[src/rtl/fmc_adc_pattern_gen_if.sv]
// Parallel ADC sample bus plus control strobes for the synthetic ADC source.
// The rand_en member exists only when ADC_RAND_EN is defined.
interface fmc_adc_pattern_gen_if;
    logic        arm;
    logic        stop;
    logic        trigger;
    logic        continuous;
    logic [1:0]  mode;
    logic [15:0] fixed_word;
    logic [7:0]  rate_div;
    logic [15:0] burst_len;
`ifdef ADC_RAND_EN
    logic        rand_en;
`endif
    logic [15:0] adc_data_out;
    logic        adc_ov_out;
    logic        adc_valid;
    logic        busy;
    logic        done;

`ifdef ADC_RAND_EN
    modport master (
        input  arm, stop, trigger, continuous, mode, fixed_word, rate_div, burst_len, rand_en,
        output adc_data_out, adc_ov_out, adc_valid, busy, done
    );
    modport slave (
        output arm, stop, trigger, continuous, mode, fixed_word, rate_div, burst_len, rand_en,
        input  adc_data_out, adc_ov_out, adc_valid, busy, done
    );
`else
    modport master (
        input  arm, stop, trigger, continuous, mode, fixed_word, rate_div, burst_len,
        output adc_data_out, adc_ov_out, adc_valid, busy, done
    );
    modport slave (
        output arm, stop, trigger, continuous, mode, fixed_word, rate_div, burst_len,
        input  adc_data_out, adc_ov_out, adc_valid, busy, done
    );
`endif
endinterface

[src/rtl/fmc_adc_pattern_gen.sv]
// Synthetic LTC-style ADC sample source: ramp / fixed / alternate / LFSR words, burst or continuous.
// Optional output randomizer (rand_en input) is built only when ADC_RAND_EN is defined.
module fmc_adc_pattern_gen #(
    parameter logic [15:0] LFSR_SEED = 16'hACE1,
    parameter logic [15:0] RAMP_STEP = 16'd1
) (
    input  logic                          sys_clk,
    input  logic                          rst,
    fmc_adc_pattern_gen_if.master         bus
);

    typedef enum logic [1:0] {S_IDLE, S_ARMED, S_RUN, S_DONE} state_t;

    state_t      state_q, state_d;

    logic [1:0]  mode_q, mode_d;
    logic [15:0] fixed_q, fixed_d;
    logic [7:0]  rate_q, rate_d;
    logic [15:0] len_q, len_d;
    logic        cont_q, cont_d;
`ifdef ADC_RAND_EN
    logic        rand_q, rand_d;
`endif

    logic [7:0]  div_q, div_d;
    logic [16:0] cnt_q, cnt_d;
    logic [15:0] ramp_q, ramp_d;
    logic [15:0] lfsr_q, lfsr_d;
    logic        phase_q, phase_d;
    logic [15:0] data_q, data_d;
    logic        ov_q, ov_d;
    logic        valid_q, valid_d;

    logic        arm_accept;
    logic [16:0] burst_target;
    logic        burst_end;
    logic        strobe;
    logic        lfsr_fb;
    logic [15:0] word;
    logic [15:0] out_word;
    logic        busy;
    logic        done;

    // burst_len of zero stands for a full 65536-sample burst, hence the 17-bit count
    assign arm_accept   = (state_q == S_IDLE) && bus.arm && !bus.stop;
    assign burst_target = (len_q == 16'd0) ? 17'h10000 : {1'b0, len_q};
    assign burst_end    = !cont_q && (cnt_q == burst_target);
    assign strobe       = (state_q == S_RUN) && (div_q == 8'd0) && !burst_end && !bus.stop;
    assign lfsr_fb      = lfsr_q[0] ^ lfsr_q[2] ^ lfsr_q[3] ^ lfsr_q[5];

    // State register
    always_ff @(posedge sys_clk) begin
        if (rst) begin
            state_q <= S_IDLE;
        end else begin
            state_q <= state_d;
        end
    end

    // Next-state logic; stop always wins
    always_comb begin
        state_d = state_q;
        case (state_q)
            S_IDLE: begin
                if (arm_accept) begin
                    state_d = S_ARMED;
                end
            end
            S_ARMED: begin
                if (bus.stop) begin
                    state_d = S_IDLE;
                end else if (bus.trigger || cont_q) begin
                    state_d = S_RUN;
                end
            end
            S_RUN: begin
                if (bus.stop) begin
                    state_d = S_IDLE;
                end else if (burst_end && valid_q) begin
                    state_d = S_DONE;
                end
            end
            S_DONE: begin
                state_d = S_IDLE;
            end
            default: begin
                state_d = S_IDLE;
            end
        endcase
    end

    // Output logic
    always_comb begin
        busy = 1'b0;
        done = 1'b0;
        case (state_q)
            S_ARMED: busy = 1'b1;
            S_RUN:   busy = 1'b1;
            S_DONE:  done = 1'b1;
            default: begin
                busy = 1'b0;
                done = 1'b0;
            end
        endcase
    end

    always_comb begin
        mode_d  = mode_q;
        fixed_d = fixed_q;
        rate_d  = rate_q;
        len_d   = len_q;
        cont_d  = cont_q;
`ifdef ADC_RAND_EN
        rand_d  = rand_q;
`endif
        if (arm_accept) begin
            mode_d  = bus.mode;
            fixed_d = bus.fixed_word;
            rate_d  = bus.rate_div;
            len_d   = bus.burst_len;
            cont_d  = bus.continuous;
`ifdef ADC_RAND_EN
            rand_d  = bus.rand_en;
`endif
        end
    end

    // Divider held at zero while ARMED so the first RUN cycle strobes
    always_comb begin
        div_d = div_q;
        if (state_q == S_ARMED) begin
            div_d = 8'd0;
        end else if (state_q == S_RUN) begin
            div_d = (div_q == rate_q) ? 8'd0 : div_q + 8'd1;
        end
    end

    always_comb begin
        case (mode_q)
            2'd0:    word = ramp_q;
            2'd1:    word = fixed_q;
            2'd2:    word = phase_q ? ~fixed_q : fixed_q;
            default: word = lfsr_q;
        endcase
        out_word = word;
`ifdef ADC_RAND_EN
        if (rand_q) begin
            out_word = {word[15:1] ^ {15{word[0]}}, word[0]};
        end
`endif
    end

    always_comb begin
        cnt_d   = cnt_q;
        ramp_d  = ramp_q;
        lfsr_d  = lfsr_q;
        phase_d = phase_q;
        data_d  = data_q;
        ov_d    = ov_q;
        valid_d = strobe;
        if (arm_accept) begin
            cnt_d   = 17'd0;
            ramp_d  = 16'd0;
            lfsr_d  = LFSR_SEED;
            phase_d = 1'b0;
        end else if (strobe) begin
            cnt_d   = cnt_q + 17'd1;
            ramp_d  = ramp_q + RAMP_STEP;
            lfsr_d  = {lfsr_fb, lfsr_q[15:1]};
            phase_d = ~phase_q;
            data_d  = out_word;
            ov_d    = (word == 16'h7FFF) || (word == 16'h8000);
        end
    end

    always_ff @(posedge sys_clk) begin
        if (rst) begin
            mode_q  <= 2'd0;
            fixed_q <= 16'd0;
            rate_q  <= 8'd0;
            len_q   <= 16'd0;
            cont_q  <= 1'b0;
            div_q   <= 8'd0;
            cnt_q   <= 17'd0;
            ramp_q  <= 16'd0;
            lfsr_q  <= LFSR_SEED;
            phase_q <= 1'b0;
            data_q  <= 16'd0;
            ov_q    <= 1'b0;
            valid_q <= 1'b0;
        end else begin
            mode_q  <= mode_d;
            fixed_q <= fixed_d;
            rate_q  <= rate_d;
            len_q   <= len_d;
            cont_q  <= cont_d;
            div_q   <= div_d;
            cnt_q   <= cnt_d;
            ramp_q  <= ramp_d;
            lfsr_q  <= lfsr_d;
            phase_q <= phase_d;
            data_q  <= data_d;
            ov_q    <= ov_d;
            valid_q <= valid_d;
        end
    end

`ifdef ADC_RAND_EN
    always_ff @(posedge sys_clk) begin
        if (rst) begin
            rand_q <= 1'b0;
        end else begin
            rand_q <= rand_d;
        end
    end
`endif

    assign bus.adc_data_out = data_q;
    assign bus.adc_ov_out   = ov_q;
    assign bus.adc_valid    = valid_q;
    assign bus.busy         = busy;
    assign bus.done         = done;

endmodule

[src/flat_wrapper.sv]
// flat-port wrapper written by rule: the top's interface ports become plain ports
module fmc_adc_pattern_gen_flat 
#(
    parameter logic [15:0] LFSR_SEED = 16'hACE1,
    parameter logic [15:0] RAMP_STEP = 16'd1
)
  (sys_clk, rst, bus_arm, bus_stop, bus_trigger, bus_continuous, bus_mode, bus_fixed_word, bus_rate_div, bus_burst_len, bus_adc_data_out, bus_adc_ov_out, bus_adc_valid, bus_busy, bus_done);
  fmc_adc_pattern_gen_if bus_i ();
  input  logic sys_clk;
  input  logic rst;
  input wire logic [$bits(bus_i.arm)-1:0] bus_arm;
  input wire logic [$bits(bus_i.stop)-1:0] bus_stop;
  input wire logic [$bits(bus_i.trigger)-1:0] bus_trigger;
  input wire logic [$bits(bus_i.continuous)-1:0] bus_continuous;
  input wire logic [$bits(bus_i.mode)-1:0] bus_mode;
  input wire logic [$bits(bus_i.fixed_word)-1:0] bus_fixed_word;
  input wire logic [$bits(bus_i.rate_div)-1:0] bus_rate_div;
  input wire logic [$bits(bus_i.burst_len)-1:0] bus_burst_len;
  output wire logic [$bits(bus_i.adc_data_out)-1:0] bus_adc_data_out;
  output wire logic [$bits(bus_i.adc_ov_out)-1:0] bus_adc_ov_out;
  output wire logic [$bits(bus_i.adc_valid)-1:0] bus_adc_valid;
  output wire logic [$bits(bus_i.busy)-1:0] bus_busy;
  output wire logic [$bits(bus_i.done)-1:0] bus_done;
  assign bus_i.arm = bus_arm;
  assign bus_i.stop = bus_stop;
  assign bus_i.trigger = bus_trigger;
  assign bus_i.continuous = bus_continuous;
  assign bus_i.mode = bus_mode;
  assign bus_i.fixed_word = bus_fixed_word;
  assign bus_i.rate_div = bus_rate_div;
  assign bus_i.burst_len = bus_burst_len;
  assign bus_adc_data_out = bus_i.adc_data_out;
  assign bus_adc_ov_out = bus_i.adc_ov_out;
  assign bus_adc_valid = bus_i.adc_valid;
  assign bus_busy = bus_i.busy;
  assign bus_done = bus_i.done;
  fmc_adc_pattern_gen #(.LFSR_SEED(LFSR_SEED), .RAMP_STEP(RAMP_STEP)) u_core (.sys_clk(sys_clk), .rst(rst), .bus(bus_i));
endmodule
[config.mk]
export PLATFORM = sky130hd
export DESIGN_NAME = fmc_adc_pattern_gen_flat
export DESIGN_NICKNAME = d
export VERILOG_FILES = /design/src/rtl/fmc_adc_pattern_gen_if.sv /design/src/rtl/fmc_adc_pattern_gen.sv /design/src/flat_wrapper.sv
export SDC_FILE = /design/constraint.sdc
export NUM_CORES = 1
export LEC_CHECK = 0
export ABC_AREA = 0
export CORE_AREA = 4 4 125 127
export DETAILED_ROUTE_END_ITERATION = 7
export DIE_AREA = 0 0 129 131
export PLACE_DENSITY_LB_ADDON = 0.25
export SYNTH_ARGS = -nofsm -noshare
export SYNTH_HDL_FRONTEND = slang
export SYNTH_SLANG_ARGS = --single-unit
[constraint.sdc]
create_clock -name sys_clk -period 3.3 [get_ports sys_clk]
set_clock_uncertainty 0.05 [all_clocks]
set_input_delay 0.66 -clock sys_clk [delete_from_list [all_inputs] [get_ports sys_clk]]
set_output_delay 0.66 -clock sys_clk [all_outputs]
set_load 0.01 [all_outputs]
Yosys cells after proc, flatten, opt, wreduce, memory -nomap -nowiden
Index checks and enable logic that the tools add are counted.
- register bits after elaboration: 121
- bits of input ports: 48
- output and inout port bits: 20
- word-level logic and storage cells: 68
- $add $sub $neg: 3
- eq/ne operators: 12
- multiplexer cells: 12
- bitwise operators: 6
- reductions and logical operators: 21
- operator list (cell ; number):
    16-bit case mux with 3 select lines ; 1
    17-bit by 1-bit adder with 17-bit output, second input constant ; 1
    17-bit == test ; 1
    17-bit 2-to-1 mux ; 1
    16-bit by 1-bit adder with 16-bit output, second input constant ; 1
    16-bit by 15-bit == test with 1-bit output, second input constant ; 1
    16-bit == test, second input constant ; 1
    16-bit zero test ; 1
    16-bit 2-to-1 mux ; 1
    16-bit inverter ; 1
    2-bit 2-to-1 mux ; 5
    8-bit by 1-bit adder with 8-bit output, second input constant ; 1
    8-bit == test ; 1
    8-bit zero test ; 1
    8-bit 2-to-1 mux ; 1
    2-bit case mux with 4 select lines ; 1
    1-bit logical AND ; 7
    2-bit == test, second input constant ; 3
    3-bit by 2-bit inequality test with 1-bit output, second input constant ; 2
    2-bit OR reduction ; 3
    2-bit by 1-bit == test with 1-bit output, second input constant ; 2
    2-bit zero test ; 2
    1-bit zero test ; 3
    3-bit AND reduction ; 1
    6 further kinds ; 11

Longest topological paths before layout
- word-level depth: 8
- depth in mapped cells: 11

Least setup slack after synthesis
OpenSTA, ideal clock, no wires.
- path type: flip-flop to flip-flop
- start: register u_core.state_q[0]
- end: register u_core.ramp_q[5]
- library setup time: 70 ps
- data arrival time: 2282 ps
- data required time: 3180 ps
- slack: 898 ps
- stages on the path, launching flop included: 11
- path buffers: 2
- path through: dfxtp_1 > inv_1 > ha_1 > buf_2 > nor2b_1 > nand2_1 > nor4_4 > o21ai_1 > buf_2 > or4_1 > a21oi_1
- longest elaborated chain between the ends: 4
- elaborated cells between the ends (all ways): 8
- those cells by class: eq/ne: 1; reduce/logical: 7
- ends and longest elaborated chain (item ; RTL line ; text):
    from (decl) ; fmc_adc_pattern_gen.sv:14 ; state_t state_q, state_d;
    from (signal assigned) ; fmc_adc_pattern_gen.sv:56 ; state_q <= state_d;
    2-bit == test or 2-bit zero test (tied branches) ; fmc_adc_pattern_gen.sv:48, fmc_adc_pattern_gen.sv:45 ;
    1-bit logical AND, on equally long branches (2 in a row) ; fmc_adc_pattern_gen.sv:48, fmc_adc_pattern_gen.sv:45 ;
    1-bit logical AND or 2-bit OR reduction (tied branches) ; -- ;
    to (signal assigned) ; fmc_adc_pattern_gen.sv:199 ; ramp_q <= ramp_d;
    to (decl) ; fmc_adc_pattern_gen.sv:27 ; logic [15:0] ramp_q, ramp_d;
Parallel ways exist; a longest one is shown, timed or not.
A chain may end at the register's enable or synchronous reset.

Final worst setup path
- start: register u_core.state_q[0]
- end: register u_core.ramp_q[7]
The elaborated chain is that of the path after synthesis.

==> key figures <==
Floorplanning
  – Initial Utilization: 0.398
  – Die W: roughly 130 µm
  – Die area: 16900 µm²
  – IO Pins: 68
  – Die Span Y: between 100 and 150 µm
  – Core footprint: 14400 µm²
  – FP Rows: between 40 and 50

Placement
  – Placed Instances: just under 900
  – Pre-CTS setup slack: between 300 and 400 ps
  – GP Congestion: about 0.85
  – Post-DP Area: 6610 µm²
  – Port buffer count: 67
  – Post-detail-place hpwl: ~10000 µm

Detailed routing
  – Drt pass-1 iters: 4
  – DRT antenna net count: 0
  – Drt wl/cell: 15.6 µm
  – Mean number of vias per cell: 5.29
  – Residual DRC: 0
  – Initial DRC count: around 320
  – Via Count: approximately 4800
  – Final WL: between 10000 and 15000 µm

Synth
  – Synth Register Bits: roughly 120
  – Top_reg_cell synth: dfxtp_1
  – Synthesized area: 5750 µm²
  – Post-synth cell types: 42
  – Seq/Total Area, Yosys: 0.422
  – Post-synth EDFFs: 0
  – Ys async rst share: 0
  – Synth top area share: 0.422
  – Area contributors post-synth: dfxtp_1 42%, xor2_1 7.5%, nand2_1 7.4%
  – Leading area contributor after synthesis: dfxtp_1
  – Post-Syn Nets: 704
  – Ys Warns: 0
  – Mapped Cells: 647
  – Mean Syn Cell Area: approximately 8.9 µm²

Run
  – Max Cap Violations: 0

Final layout
  – Area delta synth->final: 24.6%
  – Inserted Diodes: 0
  – Nets: about 770
  – Final core utilization: 0.496
  – Post-route non-filler standard cell count: roughly 910
  – Fin area: just over 7000 µm²
  – Layout cell share with drive strength beyond 1: 0.0941

Worst hold path
  – Hold/Removal Path Class: flip-flop to flip-flop

Clock tree
  – Clk_lat worst skew: about 420 ps
  – CTS max path bufs: 2
  – Post-cts sizing count: 0
  – CTS sink cnt: approximately 120
  – Clock root cell: clkbuf_16
  – Cts bufs inserted: 17
  – TritonCTS clock tree: yes
  – Number of setup buffers added after CTS: 0
  – Clk slew on worst S/H paths: approximately 60 ps
  – H-Tree Depth: 4
  – Hold buffers post-CTS: 0

GRT
  – Vias in the first global route: between 4000 and 5000
  – GR Util met3: 0.0411
  – Largest net degree at the start of global routing: between 40 and 50
  – GRT Max-Usage Layer: met2
  – Met2 Resource Use GR: 0.265
  – Overflow after GRT: 0
  – Met1 Use GR: 0.239
  – Initial antenna violation count: 0
  – First-pass GRT wire length: 23400 µm
  – GR Util All Layers: 0.175

STA
  – Fmax: 369 MHz
  – Fin. Hold Viols: 0
  – Max-slew headroom: 0.456
  – Setup TNS: 0 ps
  – Fin crit period: 2710 ps
  – Final Setup Violations: 0
  – Setup ws final: 593 ps
  – Worst-margin pin slew: approximately 800 ps
  – Max Transition Viols Final: 0
  – RSZ-0062 raised after global routing: false
  – Fin crit share: 0.820

Status
  – Status: finished clean

Setup path
  – Worst EP required: about 3600 ps
  – Critical path class: flip-flop to flip-flop
  – CP startpoint kind: flip-flop
  – Data arrival, critical path: approximately 3000 ps
  – Worst-path maximum fanout: 10
  – Crit path capture type: flip-flop

Power and ir drop
  – Pleak: roughly 2.9 nW
  – P per Cell Area: approximately 500 nW/µm²
  – Worst IR Drop VDD: approximately 270 µV
-- stage by stage --
stage               hold slack (ps)  total power [W]
floorplan                       398          0.00175
global placement                406          0.00187
detailed placement              404          0.00188
CTS                             416          0.00360
global route                    444          0.00371
finish                          416          0.00356
-- per-layer routing --
layer / vias up / share of wire
met1: 2294 / 0.49
li1: 2389 / -
met4: 0 / 0.015
met5: - / 0
met3: 18 / 0.037
met2: 97 / 0.45
-- state kept, by name (all words and copies together) (netlist names) --
name	cells
u_core.div_q	8
u_core.cnt_q	17
u_core.bus.adc_data_out	16
u_core.bus.adc_ov_out	1
u_core.cont_q	1
u_core.state_q	2
u_core.rate_q	8
u_core.phase_q	1
u_core.len_q	16
u_core.bus.adc_valid	1
u_core.ramp_q	16
u_core.lfsr_q	16
u_core.fixed_q	16
u_core.mode_q	2
-- cell usage in the layout, fill, tap and decap left out, drive strengths merged, types with 7 or more instances in the layout --
cell type	netlist	layout
dfxtp	121	121
nand2	113	113
clkdlybuf4s50	0	66
a21oi	64	64
nor2	53	53
xor2	49	49
mux2i	35	35
clkbuf	24	23
nand4	17	17
o21ai	17	17
inv	16	16
mux4	16	16
nor4	16	16
buf	14	16
or3	14	14
xnor2	10	10
ha	9	9
nand3	8	8
clkinv	0	7
-- cell type report --
cell class	count	area, µm²
Clock buffer	23	478
Timing Repair Buffer	82	778
Clock inverter	9	72.6
Fill cell	1372	7270
Sequential cell	121	2420
Tap cell	184	230
Inverter	16	60.1
Multi-Input combinational cell	472	3120
-- cell usage after synthesis, types with 3 or more instances --
cell type	instances
clkbuf_1	24
buf_2	11
a21oi_1	64
dfxtp_1	121
xnor2_1	10
o21a_1	4
o21ai_0	16
or3_1	14
or4_1	3
nand4_1	17
nor3_1	4
mux4_2	16
nor2_1	53
nand2_1	113
and3_1	3
ha_1	9
o31ai_1	4
inv_1	16
nor4_1	15
and4_1	3
nand3_1	8
xor2_1	49
o2111ai_1	6
o211ai_1	5
mux2i_1	35
nor4b_1	3
-- power by group --
part | internal [W] | leakage, nW | total (W) | switching [W]
sequential | 0.00150 | 0.979 | 0.00154 | 0.0000425
clock | 0.00108 | 0.276 | 0.00171 | 0.000629
combinational | 0.000145 | 1.62 | 0.000314 | 0.000168
total | 0.00272 | 2.88 | 0.00356 | 0.000840
-- critical path: stages (launching register included) --
cell	delay [ps]
dfxtp_1	360
inv_1	130
ha_1	370
nor2b_1	250
nand2_1	120
nor4_4	140
buf_4	220
o2111ai_1	320
or3b_2	540
a21oi_1	140
-- cell families (layout without fill, tap and decap cells) --
family | count (synthesis) | count (layout) | synth area share
AND/OR/NAND/NOR | 245 | 245 | 0.199
flip-flops | 121 | 121 | 0.422
AO/OA/AOI/OAI | 108 | 108 | 0.108
XOR/XNOR | 59 | 59 | 0.0899
buffers and inverters | 54 | 130 | 0.0383
multiplexers | 51 | 51 | 0.124
adder cells (fa/ha/maj) | 9 | 9 | 0.0196
-- path summary, 6_finish.rpt --
kind	cells after the start	start	endpoint	slack, ps
hold / removal	2	u_core.bus.adc_ov_out$_SDFFE_PP0P_	u_core.bus.adc_ov_out$_SDFFE_PP0P_	420
hold reg to reg	2	u_core.bus.adc_ov_out$_SDFFE_PP0P_	u_core.bus.adc_ov_out$_SDFFE_PP0P_	420
setup / recovery	9	u_core.state_q[0]$_SDFFE_PP0P_	u_core.ramp_q[7]$_SDFFE_PP0P_	590
setup reg to reg	9	u_core.state_q[0]$_SDFFE_PP0P_	u_core.ramp_q[7]$_SDFFE_PP0P_	590
Note: power is estimated with default switching activity, not from simulation.
